[config.mk]
export PLATFORM = sky130hd
export DESIGN_NAME = jpeg_block_sequencer
export DESIGN_NICKNAME = d
export VERILOG_FILES = /design/src/rtl/jpeg_enc_pkg.sv /design/src/rtl/jpeg_seq_row_timer.sv /design/src/rtl/jpeg_block_sequencer.sv
export SDC_FILE = /design/constraint.sdc
export NUM_CORES = 1
export LEC_CHECK = 0
export ABC_AREA = 1
export CAP_MARGIN = 20
export CORE_MARGIN = 1.5
export CORE_UTILIZATION = 45
export CTS_CLUSTER_DIAMETER = 60
export CTS_CLUSTER_SIZE = 30
export DETAILED_ROUTE_END_ITERATION = 10
export PLACE_DENSITY = 0.81
export RECOVER_POWER = 25
export SYNTH_ARGS = -nofsm -noshare
export SYNTH_HDL_FRONTEND = slang
export SYNTH_SLANG_ARGS = --single-unit
export TNS_END_PERCENT = 50
[constraint.sdc]
create_clock -name clock -period 4.05 [get_ports clock]
set_input_delay 0.81 -clock clock [delete_from_list [all_inputs] [get_ports clock]]
set_output_delay 0.81 -clock clock [all_outputs]
set_load 0.05 [all_outputs]
[src/rtl/jpeg_enc_pkg.sv]
// Shared types and constants for the JPEG encoder block controller.
package jpeg_enc_pkg;

  typedef enum logic [2:0] {
    IDLE,
    LOAD,
    DCT,
    CAP,
    QUANT,
    HSTART,
    HWAIT,
    DONE
  } seq_state_t;

  localparam int JPEG_BLK_ROWS    = 8;
  localparam int JPEG_MCU420_BLKS = 6;
  localparam int JPEG_MCU420_LUMA = 4;

  // 4:2:0 MCU order is Y,Y,Y,Y,Cb,Cr
  function automatic logic mcu420_is_luma(input logic [2:0] idx);
    return (idx < 3'(JPEG_MCU420_LUMA));
  endfunction

endpackage

[src/rtl/jpeg_seq_row_timer.sv]
// Row counter plus per-row cycle counter; a one-row pass doubles as a plain hold timer.
module jpeg_seq_row_timer #(
  parameter int CYC_W = 4,
  parameter int ROW_W = 8
) (
  input  logic             clock,
  input  logic             reset,
  input  logic             clear,
  input  logic             run,
  input  logic [CYC_W-1:0] cyc_len,
  input  logic [ROW_W-1:0] row_len,
  output logic [ROW_W-1:0] row,
  output logic             last_cycle,
  output logic             last_row
);

  localparam logic [CYC_W-1:0] CYC_ONE = 1;
  localparam logic [ROW_W-1:0] ROW_ONE = 1;

  logic [CYC_W-1:0] cyc_reg;
  logic [ROW_W-1:0] row_reg;

  assign row        = row_reg;
  assign last_cycle = (cyc_reg == cyc_len - CYC_ONE);
  assign last_row   = last_cycle && (row_reg == row_len - ROW_ONE);

  // Both counters return to zero after the final cycle of the final row
  always_ff @(posedge clock or posedge reset) begin
    if (reset) begin
      cyc_reg <= '0;
      row_reg <= '0;
    end else if (clear) begin
      cyc_reg <= '0;
      row_reg <= '0;
    end else if (run) begin
      if (last_cycle) begin
        cyc_reg <= '0;
        row_reg <= last_row ? '0 : row_reg + ROW_ONE;
      end else begin
        cyc_reg <= cyc_reg + CYC_ONE;
      end
    end
  end

endmodule

[src/rtl/jpeg_block_sequencer.sv]
// Per-block control sequencer for the JPEG encoder datapath.
// Optional JPEG_SEQ_SUBSAMPLE_420_EN: component type follows a 4:2:0 MCU block index.
module jpeg_block_sequencer
  import jpeg_enc_pkg::*;
#(
  parameter int DCT_LAT   = 2,
  parameter int QUANT_LAT = 1,
  parameter int ROWS      = JPEG_BLK_ROWS
) (
  input  logic       clock,
  input  logic       reset,
  input  logic       blk_valid,
  output logic       blk_ready,
  input  logic       cfg_is_luminance,
  input  logic       abort,
  input  logic       huff_done,
  output logic       input_enable,
  output logic       dct_enable,
  output logic       dct_input_enable,
  output logic       zigzag_input_enable,
  output logic [7:0] matrix_row,
  output logic       is_luminance,
  output logic       huff_start,
  output logic       blk_done
);

  localparam logic [3:0] DCT_LEN   = 4'(DCT_LAT);
  localparam logic [3:0] QUANT_LEN = 4'(QUANT_LAT);
  localparam logic [7:0] ROW_LEN   = 8'(ROWS);

  seq_state_t state_reg, state_next;
  logic       is_lum_reg;
  logic       accept;
  logic       tmr_run, tmr_clear, tmr_last_cycle, tmr_last_row;
  logic [3:0] tmr_cyc_len;
  logic [7:0] tmr_row_len, tmr_row;

  assign accept = (state_reg == IDLE) && blk_valid && !abort;

  // One timer serves both the DCT hold (single row) and the quantize row walk
  assign tmr_run     = (state_reg == DCT) || (state_reg == QUANT);
  assign tmr_clear   = abort || !tmr_run;
  assign tmr_cyc_len = (state_reg == DCT) ? DCT_LEN : QUANT_LEN;
  assign tmr_row_len = (state_reg == DCT) ? 8'd1 : ROW_LEN;

  jpeg_seq_row_timer #(
    .CYC_W (4),
    .ROW_W (8)
  ) u_row_timer (
    .clock      (clock),
    .reset      (reset),
    .clear      (tmr_clear),
    .run        (tmr_run),
    .cyc_len    (tmr_cyc_len),
    .row_len    (tmr_row_len),
    .row        (tmr_row),
    .last_cycle (tmr_last_cycle),
    .last_row   (tmr_last_row)
  );

  always_ff @(posedge clock or posedge reset) begin
    if (reset) begin
      state_reg <= IDLE;
    end else begin
      state_reg <= state_next;
    end
  end

  always_comb begin
    state_next = state_reg;
    if (abort) begin
      state_next = IDLE;
    end else begin
      case (state_reg)
        IDLE:    if (blk_valid) state_next = LOAD;
        LOAD:    state_next = DCT;
        DCT:     if (tmr_last_row) state_next = CAP;
        CAP:     state_next = QUANT;
        QUANT:   if (tmr_last_row) state_next = HSTART;
        HSTART:  state_next = HWAIT;
        HWAIT:   if (huff_done) state_next = DONE;
        DONE:    state_next = IDLE;
        default: state_next = IDLE;
      endcase
    end
  end

  always_comb begin
    blk_ready           = (state_reg == IDLE);
    input_enable        = (state_reg == LOAD);
    dct_enable          = (state_reg == DCT);
    dct_input_enable    = (state_reg == CAP);
    zigzag_input_enable = (state_reg == QUANT) && tmr_last_cycle;
    matrix_row          = (state_reg == QUANT) ? tmr_row : 8'd0;
    huff_start          = (state_reg == HSTART);
    blk_done            = (state_reg == DONE);
    is_luminance        = is_lum_reg;
  end

`ifdef JPEG_SEQ_SUBSAMPLE_420_EN
  logic [2:0] blk_idx_reg;
  logic       unused_cfg_is_luminance;

  assign unused_cfg_is_luminance = cfg_is_luminance;

  // Counts completed blocks; aborted blocks do not advance the MCU position
  always_ff @(posedge clock or posedge reset) begin
    if (reset) begin
      blk_idx_reg <= 3'd0;
    end else if (state_reg == DONE) begin
      blk_idx_reg <= (blk_idx_reg == 3'(JPEG_MCU420_BLKS - 1)) ? 3'd0 : blk_idx_reg + 3'd1;
    end
  end

  always_ff @(posedge clock or posedge reset) begin
    if (reset) begin
      is_lum_reg <= 1'b0;
    end else if (accept) begin
      is_lum_reg <= mcu420_is_luma(blk_idx_reg);
    end
  end
`else
  always_ff @(posedge clock or posedge reset) begin
    if (reset) begin
      is_lum_reg <= 1'b0;
    end else if (accept) begin
      is_lum_reg <= cfg_is_luminance;
    end
  end
`endif

endmodule
Word-level counts from Yosys, hierarchy flattened
Cells that the tools add are included.

word-level totals
  bits in registers = 16
  latch bits = 0
  bits in writable memories = 0
  memory bits (read-only) = 0
  input bits = 6
  logic and storage cells = 50
  memories = 0

operators by class
  $add $sub $neg = 4
  multiply operators = 0
  divide/modulo/power cells = 0
  $lt $le $gt $ge = 0
  equality and inequality tests = 13
  shift-type cells = 0
  mux-type cells = 16
  bitwise operators = 0
  reduce and logical (&&, ||, !) cells = 13

operators with widths
  cell                 number
  $mux 8               5
  $pmux 3 s8           1
  $mux 4               4
  $mux 3               5
  $eq 3x3->1 const B   4
  $ne 3x2->1 const B   3
  $add 8x1->8 const B  1
  $eq 8x8->1           1
  $eq 3x2->1 const B   2
  $sub 4x1->5 const B  1
  $add 4x1->4 const B  1
  $eq 4x4->1           1
  $logic_and 1x1->1    4
  $reduce_and 4->1     1
  $reduce_bool 2->1    2
  $eq 3x1->1 const B   1
  $logic_not 3->1      1
  $ne 3x3->1 const B   1
  $sub 2x1->3 const B  1
  $logic_not 1->1      2
  $logic_or 1x1->1     2
  $mux 2               1
  $reduce_and 2->1     1

Longest topological paths before layout
Gate-level depths: netlist of the first run.

  word-level depth = 9
  gate-level depth with buffers = 9

Cells and area by module
From an unflattened synthesis of the first run, not the netlist that was laid out.

unflattened totals
  cell total of the unflattened synthesis = 265
  area total of the unflattened synthesis = 1597.8 um^2

by module, submodules not included
  module                times used  cells an instance  area each (um^2)  seq. area each (um^2)
  jpeg_seq_row_timer    1           204                1242.4            300.3
  jpeg_block_sequencer  1           61                 355.3             100.1

Least setup slack after synthesis of the first run
No wires, ideal clock.

  path kind = reg-to-output
  from = register state_reg[1]
  to = output port blk_ready
  data arrival time = 1661 ps
  path slack = 1579 ps
  stages on the path, launching flop included = 3
  cell sequence = dfrtp_1 -> buf_6 -> nor3_1

on the way
  word-level cells in the longest chain between the ends = 1

RTL lines
  element                 RTL line                    source
  start, declared         jpeg_block_sequencer.sv:31  seq_state_t state_reg, state_next;
  start signal, assigned  jpeg_block_sequencer.sv:65  state_reg <= state_next;
  $logic_not 3->1         jpeg_block_sequencer.sv:89  blk_ready = (state_reg == IDLE);
  end, declared           jpeg_block_sequencer.sv:13  output logic blk_ready,

No other way between the ends.

Final worst setup path of the first run
  from = register state_reg[2]
  to = output port zigzag_input_enable

on the way
  word-level cells in the longest chain between the ends = 5
  elaborated cells between the ends (all ways) = 6
  classes of those cells = add/sub (1); eq/ne (3); mux (1); reduce/logical (1)

RTL lines
  element                RTL line                    source
  $eq 3x2->1             jpeg_block_sequencer.sv:43  assign tmr_cyc_len = (state_reg == DCT) ? DCT_LEN : QUANT_LEN;
  $mux 2                 jpeg_block_sequencer.sv:43
  $sub 2x1->3            jpeg_seq_row_timer.sv:24    assign last_cycle = (cyc_reg == cyc_len - CYC_ONE);
  $eq 4x4->1             jpeg_seq_row_timer.sv:24
  $logic_and 1x1->1 (*)  jpeg_block_sequencer.sv:93  zigzag_input_enable = (state_reg == QUANT) && tmr_last_cycle;
  end, declared          jpeg_block_sequencer.sv:20  output logic zigzag_input_enable,

Every way passes the cells marked *; elsewhere a longest branch is shown, timed or not.

==> metrics.cfg, run 1 <==
[status]
status = finished clean

[synthesis]
synth_area_sq_mm = 0.00101
synth.area.top_cells = dfrtp_1, nand2_1, nor2_1, inv_1, nand4_1
ys_seq_area_share_pct = 39.5
netlist.area_leader.share_pct = 39.5
yosys_warnings = 0
synth_cell_types = 20
post_synth.cell_area_avg_sq_um = 7.34
synth-seq-cells = 16
syn_inst = 138
syn_nets = 146
yosys.area.top_type = dfrtp_1

[floorplanning]
num_rows = 16
dieArea_sq_mm = 0.00255
die_x_microns = 50.5
start_util_pct = 49.6
chipHeight_microns = 50.5
fp.coreArea_sq_mm = 0.00204
ios = 22

[grt]
antenna_found_initial = 0
gr-total-overflow = 0
grt_usage_pct = 21.0
grt_first_pass_wirelength_microns = 4080
grt_max_degree = 17
grt_pass1_vias = 958

[drt]
drtIter0Drc = 25
drt_pass1_iterations = 4
antenna_left = 0
wl_per_cell_microns = 12.4
vias = 970
drc = 0
via_per_inst = 5.19
wirelength_microns = 2330

[power]
power_density_mw_per_mm2 = 307
power_frac_seq_pct = 46.5
clkPwrFrac_pct = 21.4
vdd_drop_max_v = 0.000196
leakage_nw = 0.642
swShare_pct = 37.6
p_int_mw = 0.241
p_comb_share_pct = 32.1
switchingPower_mw = 0.146

[layout]
final_common_cell = nand2_1
syn_to_final_growth_pct = 24.1
antenna_cells = 0
largest_reg_flops = 8
multi_input_area_sq_um = 503
num-fill-cells = 199
fin_area_sq_mm = 0.00126
fin_util_pct = 61.6
seq_area_sq_um = 400
drive_above_1_share_pct = 7.50
fin_nets = 170
final_cell_mix = nand2_1, nor2_1, inv_1

[worst_setup_path]
startpoint_type = flop
r2r_slack_ns = 2.50
cp_data_required_time_ns = 3.24
endpoint_kind = output pin
critPathSlowestCell = clkdlybuf4s50_1
crit_top_cell = nand3_2
rr_endpoint = u_row_timer.row[2]$_DFFE_PP0P_
cp_cell_sequence = inv_2 -> nand3_2 -> nand2_1 -> nand3_2 -> nor2_1 -> clkdlybuf4s50_1
slowest_delay_ns = 0.80
cp_max_fo = 8
ff2ff_path_depth = 7
crit_start = state_reg[2]$_DFFE_PP0P_
cp-endpoint = zigzag_input_enable
crit_arrival_ns = 2.22
path_class = reg -> out
timing.rr.start = state_reg[1]$_DFFE_PP0P_

[worst_hold_path]
hold_path.class = reg -> reg

[place]
gp_congestion = 0.792
port_buffers = 21
place_area_sq_mm = 0.00123
dpl.hpwl_microns = 1710

[timing]
period_share_pct = 74.7
setup_viol = 0
max_slew_margin_pct = 60.1
tns_ns = 0
finalHoldViolations = 0
rsz0062_at_grt = no
skew_ns = 0.00674
maxSlewViolCount = 0
tightest_slew_ns = 0.598
post-route-min-period_ns = 3.03
fmax_mhz = 330
whs_ns = 0.494

[clocking]
cts_root_buf = clkbuf_4
cts_setup_buffers = 0
cts_tree = built
cts-resized-gates = 0
clockBufferDepth = 2
h-tree-depth = 1
cts_buffers = 3
cts.sinks = 16
holdBufCountCts = 0
insertion_delay_ns = 0.29
path_clk_slew_ns = 0.09

[run]
drv_cap = 0

-- routing by layer --
metal  part of all wire, %  GRT usage [%]
met5                     0              0
met4                   1.3           7.66
met1                    40           25.0
met2                    53           36.0
met3                   5.7           5.65
-- kinds of logic after synthesis --
group	Yosys count	share of synthesized area [%]
and+or+nand+nor	84	38.8
buffers and inverters	25	10.9
DFF	16	39.5
AOI/OAI and AO/OA	6	4.07
xor gates and xnor gates	5	4.32
adders and majority gates	2	2.47
-- synth_stat cells (all sizes together) --
master	n
nor3	6
clkinv	1
nor2	23
nand3	11
o21ai	5
a21oi	1
xnor2	1
nand2	35
inv	22
xor2	4
ha	2
dfrtp	16
nand4	8
buf	2
nand3b	1
-- power by group through the flow --
stage / clock, mW / combinational, mW / sequential (mW)
2_1_floorplan: 0 / 0.0840 / 0.189
3_3_place_gp: 0 / 0.122 / 0.182
3_5_place_dp: 0 / 0.124 / 0.183
4_1_cts: 0.0858 / 0.125 / 0.180
5_1_grt: 0.0932 / 0.133 / 0.182
6_report: 0.0827 / 0.124 / 0.180
-- per-stage QoR --
step,worst slack [ns],power [mW],std cells
floorplan,1.58,0.273,138
global placement,1.44,0.304,184
detailed placement,1.37,0.307,184
CTS,1.02,0.391,187
global route,0.912,0.407,187
finish,1.02,0.387,187
-- cell type report --
cell class	count	share of cell area [%]
multi-input combinational	97	40.0
clock buffer	3	1.79
timing repair buffer	21	16.7
sequential	16	31.8
tap	27	2.69
inverter	23	6.97
-- how the worst min path moves through the flow --
stage / from / endpoint / cells after the start
final: is_luminance$_DFFE_PP0P_ / is_luminance$_DFFE_PP0P_ / 2
after global routing: is_luminance$_DFFE_PP0P_ / is_luminance$_DFFE_PP0P_ / 2
after CTS: is_luminance$_DFFE_PP0P_ / is_luminance$_DFFE_PP0P_ / 2
after detailed placement: is_luminance$_DFFE_PP0P_ / is_luminance$_DFFE_PP0P_ / 2
after global placement: is_luminance$_DFFE_PP0P_ / is_luminance$_DFFE_PP0P_ / 2
after floorplan: u_row_timer.cyc_reg[0]$_DFFE_PP0P_ / u_row_timer.cyc_reg[0]$_DFFE_PP0P_ / 1
-- worst max-delay path: cells and delay by family (launching register included) --
kind                   cells  cell delay, ns
buffers and inverters      2            0.94
and+or+nand+nor            4            0.49
DFF                        1            0.50
Power figures use the tool's default switching activity.
==> run 2, diff against run 1 <==
==> constraint.sdc (replaced) <==
create_clock -name clock -period 2.88 [get_ports clock]
set_input_delay 0.576 -clock clock [delete_from_list [all_inputs] [get_ports clock]]
set_output_delay 0.576 -clock clock [all_outputs]
set_load 0.05 [all_outputs]
==> run 2 against run 1 <==
Against the previous run:
- non-clock buffer count did not move
- count of clock-buffer cells in the layout rose by 1
- largest power group unchanged
- cell area rose by 1.3%
- worst hold slack got worse by 0.00096 ns
- critical path type unchanged
- power rose by 48%
==> metrics.cfg, run 2 (synthesis results as in run 1) <==
[layout]
syn_to_final_growth_pct = 25.7
drive_above_1_share_pct = 8.07
seq_area_sq_um = 400
multi_input_area_sq_um = 503
largest_reg_flops = 8
fin_area_sq_mm = 0.00127
fin_nets = 170
num-fill-cells = 192
antenna_cells = 0
final_cell_mix = nand2_1, nor2_1, inv_1
final_common_cell = nand2_1

[clocking]
path_clk_slew_ns = 0.09
insertion_delay_ns = 0.28
cts-resized-gates = 0
cts_buffers = 3
cts.sinks = 16
cts_setup_buffers = 0
holdBufCountCts = 0
cts_root_buf = clkbuf_4
clockBufferDepth = 2
h-tree-depth = 1
cts_tree = built

[drt]
antenna_left = 0
drc = 0
wirelength_microns = 2220
wl_per_cell_microns = 11.8
drt_pass1_iterations = 4
vias = 974
drtIter0Drc = 22
via_per_inst = 5.18

[timing]
post-route-min-period_ns = 2.58
rsz0062_at_grt = no
skew_ns = 0.00330
fmax_mhz = 387
tightest_slew_ns = 0.606
finalHoldViolations = 0
max_slew_margin_pct = 59.6
setup_viol = 0
tns_ns = 0
maxSlewViolCount = 0
period_share_pct = 89.7

[worst_setup_path]
crit_arrival_ns = 2.01
path_class = reg -> out
cp_data_required_time_ns = 2.30
endpoint_kind = output pin
cp_max_fo = 8
startpoint_type = flop

[floorplanning]
start_util_pct = 49.6
num_rows = 16
dieArea_sq_mm = 0.00255
ios = 22
chipHeight_microns = 50.5
fp.coreArea_sq_mm = 0.00204
die_x_microns = 50.5

[grt]
grt_usage_pct = 19.9
grt_first_pass_wirelength_microns = 3950
antenna_found_initial = 0
grt_pass1_vias = 945
gr-total-overflow = 0
grt_max_degree = 17

[worst_hold_path]
hold_path.class = reg -> reg

[power]
power_density_mw_per_mm2 = 448
leakage_nw = 0.667
vdd_drop_max_v = 0.000318

[run]
drv_cap = 0

[place]
gp_congestion = 0.792
place_area_sq_mm = 0.00123
port_buffers = 21
dpl.hpwl_microns = 1740

[status]
status = finished clean

[run 2: changes by cell type in the layout (fill, tap and decap cells not counted), sizes merged]
cell / delta
clkbuf: +1
clkdlybuf4s50: -1
dlymetal6s2s: +1
[run 2: worst paths after layout]
check / from / to / slack, ns / cells past startpoint
setup / recovery: state_reg[1]$_DFFE_PP0P_ / blk_ready / 0.30 / 2
hold / removal: is_luminance$_DFFE_PP0P_ / is_luminance$_DFFE_PP0P_ / 0.49 / 2
setup reg to reg: state_reg[1]$_DFFE_PP0P_ / u_row_timer.row[2]$_DFFE_PP0P_ / 1.31 / 7
hold reg to reg: is_luminance$_DFFE_PP0P_ / is_luminance$_DFFE_PP0P_ / 0.49 / 2
max in group asynchronous: reset / state_reg[2]$_DFFE_PP0P_ / 1.69 / 2
min in group asynchronous: reset / state_reg[1]$_DFFE_PP0P_ / 0.79 / 2
[run 2: cell type report]
class	count	area share, %
repair buffers	21	16.7
clock buffers	4	2.85
flip-flops and latches	16	31.4
multi-input cells	97	39.5
well taps	27	2.65
inverters	23	6.88
[run 2: routing by layer]
metal  wire (microns)  part of all wire, %  GRT usage (%)  vias up
li1                 -                    -              -      482
met1              930                   42           24.0      465
met2             1150                   52           35.1       23
met3              111                  5.0           5.65        4
met4               29                  1.3           4.50        0
met5                0                    0              0        -
[run 2: power breakdown]
| group | internal [mW] | switching (mW) | total [mW] |
|---|---|---|---|
| clock | 0.0769 | 0.0682 | 0.145 |
| combinational | 0.0541 | 0.119 | 0.173 |
| sequential | 0.236 | 0.0164 | 0.253 |
[run 2: worst max-delay path: stages (launching register included)]
cell             delay, ns
dfrtp_1               0.49
nor3_1                0.36
clkdlybuf4s50_1       0.87
[run 2: metrics by stage]
| stage | worst slack, ns | power (mW) | cells | utilization [%] | hold WS (ns) |
|---|---|---|---|---|---|
| floorplan | 0.643 | 0.384 | 138 | - | 0.470 |
| global placement | 0.505 | 0.427 | 184 | 60.5 | 0.476 |
| detailed placement | 0.420 | 0.432 | 184 | 60.5 | 0.478 |
| CTS | 0.101 | 0.578 | 188 | 62.3 | 0.501 |
| global route | 0.181 | 0.602 | 188 | 62.4 | 0.528 |
| finish | 0.297 | 0.571 | 188 | 62.4 | 0.493 |
==> run 3, diff against run 2 <==
--- a/config.mk
+++ b/config.mk
@@ -7,12 +7,15 @@
 export LEC_CHECK = 0
 export ABC_AREA = 1
 export CAP_MARGIN = 20
+export CELL_PAD_IN_SITES_DETAIL_PLACEMENT = 1
+export CELL_PAD_IN_SITES_GLOBAL_PLACEMENT = 1
 export CORE_MARGIN = 1.5
-export CORE_UTILIZATION = 45
+export CORE_UTILIZATION = 35
 export CTS_CLUSTER_DIAMETER = 60
 export CTS_CLUSTER_SIZE = 30
 export DETAILED_ROUTE_END_ITERATION = 10
-export PLACE_DENSITY = 0.81
+export MAX_ROUTING_LAYER = met4
+export PLACE_DENSITY = 0.86
 export RECOVER_POWER = 25
 export SYNTH_ARGS = -nofsm -noshare
 export SYNTH_HDL_FRONTEND = slang
==> run 3 against run 2 <==
Against the previous run:
- register-to-register slack worse by 0.07 ns
- worst setup slack worse by 0.025 ns
- power is 3.8% lower
- highest routed layer unchanged
- worst hold slack better by 0.027 ns
- clock skew is 0.0023 ns higher
- combinational power is 2% higher
- count of clock-buffer cells in the layout is 1 lower
- critical endpoint is now matrix_row[2]
- global-route usage is 0.48 points lower
- largest power group unchanged
- utilization is 17 points lower
- final cell count is 1.6% higher
==> metrics.cfg, run 3 (synthesis results as in run 1) <==
[status]
status = finished clean

[power]
p_int_mw = 0.339
power_frac_seq_pct = 46.2
p_total_mw = 0.550
leakage_nw = 0.660
switchingPower_mw = 0.211
vdd_drop_max_v = 0.000279
swShare_pct = 38.4
power_density_mw_per_mm2 = 435
p_comb_share_pct = 32.2
clkPwrFrac_pct = 21.6

[drt]
wirelength_microns = 2770
via_per_inst = 5.12
drc = 0
antenna_left = 0
drt_pass1_iterations = 4
wl_per_cell_microns = 14.5
drtIter0Drc = 11
vias = 977

[layout]
fin_util_pct = 45.9
fin_cells = 191
antenna_cells = 0
final_common_cell = nand2_1
fin_nets = 170
largest_reg_flops = 8
final_cell_mix = nand2_1, nor2_1, inv_1
drive_above_1_share_pct = 7.50
syn_to_final_growth_pct = 24.8

[worst_setup_path]
cpLargestDelayFamily = buffers and inverters
cp_data_required_time_ns = 2.30
path_class = reg -> out
crit_arrival_ns = 2.03
critPathBufInv = 1
ff2ff_path_depth = 7
cp_max_fo = 10
slowest_delay_ns = 0.81
startpoint_type = flop
critPathSlowestCell = clkdlybuf4s50_1
cp_cell_sequence = nor2_4 -> nand2_4 -> nor2_1 -> clkdlybuf4s50_1
endpoint_kind = output pin
crit_cells = 4

[grt]
antenna_found_initial = 0
grtUsageMet2_pct = 36.5
grt_first_pass_wirelength_microns = 4840
gr-total-overflow = 0
grt_pass1_vias = 1093
use_met3_pct = 3.69
grt_util_met1_pct = 21.6
top_usage_layer = met2
grt_usage_pct = 19.4
grt_max_degree = 17

[floorplanning]
dieArea_sq_mm = 0.00323
ios = 22
num_rows = 19
chipHeight_microns = 56.8
die_x_microns = 56.8
fp.coreArea_sq_mm = 0.00276
start_util_pct = 36.8

[clocking]
cts_root_buf = clkbuf_4
clockBufferDepth = 2
h-tree-depth = 1
cts_buffers = 3
cts.sinks = 16
insertion_delay_ns = 0.28
path_clk_slew_ns = 0.09
holdBufCountCts = 0
cts_tree = built

[timing]
rsz0062_at_grt = no
fmax_mhz = 383
max_slew_margin_pct = 57.8
skew_ns = 0.00556
maxSlewViolCount = 0
tightest_slew_ns = 0.633
setup_viol = 0
post-route-min-period_ns = 2.61
finalHoldViolations = 0
period_share_pct = 90.6
tns_ns = 0

[place]
port_buffers = 21
gp_congestion = 0.807
dp.cells = 188
dpl.hpwl_microns = 2180

[worst_hold_path]
hold_path.class = reg -> reg
whs_path_depth = 2

[run]
drv_cap = 0

-- run 3: through the flow --
stage	hold WS [ns]	instance area (sq um)	setup slack, ns
floorplan	0.470	1010	0.643
detailed placement	0.498	1240	0.418
finish	0.521	1260	0.272
global route	0.566	1260	0.169
CTS	0.530	1260	0.0938
global placement	0.475	1240	0.497
-- run 3: timing repair --
action                                  CTS  global route
setup buffers                             0             0
resized for setup                         0             1
endpoints found under the setup margin    0             1
-- run 3: worst min-delay path: stages (launching register included) --
cell and delay, ns:
dfrtp_1 0.35, nand2_1 0.05, o21ai_0 0.07
-- run 3: power by group through the flow --
| stage | Combinational (mW) | Sequential (mW) | Clock [mW] |
|---|---|---|---|
| CTS | 0.179 | 0.254 | 0.125 |
| global placement | 0.174 | 0.256 | 0 |
| finish | 0.177 | 0.254 | 0.119 |
| detailed placement | 0.178 | 0.259 | 0 |
| floorplan | 0.118 | 0.266 | 0 |
| global route | 0.191 | 0.256 | 0.133 |
-- run 3: layout make-up --
class / instances / area, sq um
Clock buffer: 3 / 22.5
Fill cell: 347 / 1490
Inverter: 23 / 87.6
Multi-Input combinational cell: 97 / 503
Sequential cell: 16 / 400
Tap cell: 31 / 38.8
Timing Repair Buffer: 21 / 213
-- run 3: final timing paths --
check	from	to	slack (ns)
min reg2reg	is_luminance$_DFFE_PP0P_	is_luminance$_DFFE_PP0P_	0.52
max	state_reg[1]$_DFFE_PP0P_	matrix_row[2]	0.27
min in group asynchronous	reset	u_row_timer.cyc_reg[3]$_DFFE_PP0P_	0.80
max in group asynchronous	reset	u_row_timer.row[2]$_DFFE_PP0P_	1.67
min	is_luminance$_DFFE_PP0P_	is_luminance$_DFFE_PP0P_	0.52
max reg2reg	state_reg[1]$_DFFE_PP0P_	u_row_timer.row[3]$_DFFE_PP0P_	1.24
-- run 3: per-layer routing --
layer | vias to the layer above | part of all wire [%]
met1 | 488 | 43
li1 | 478 | -
met5 | - | 0
met3 | 2 | 2.2
met2 | 9 | 55
met4 | 0 | 0.47
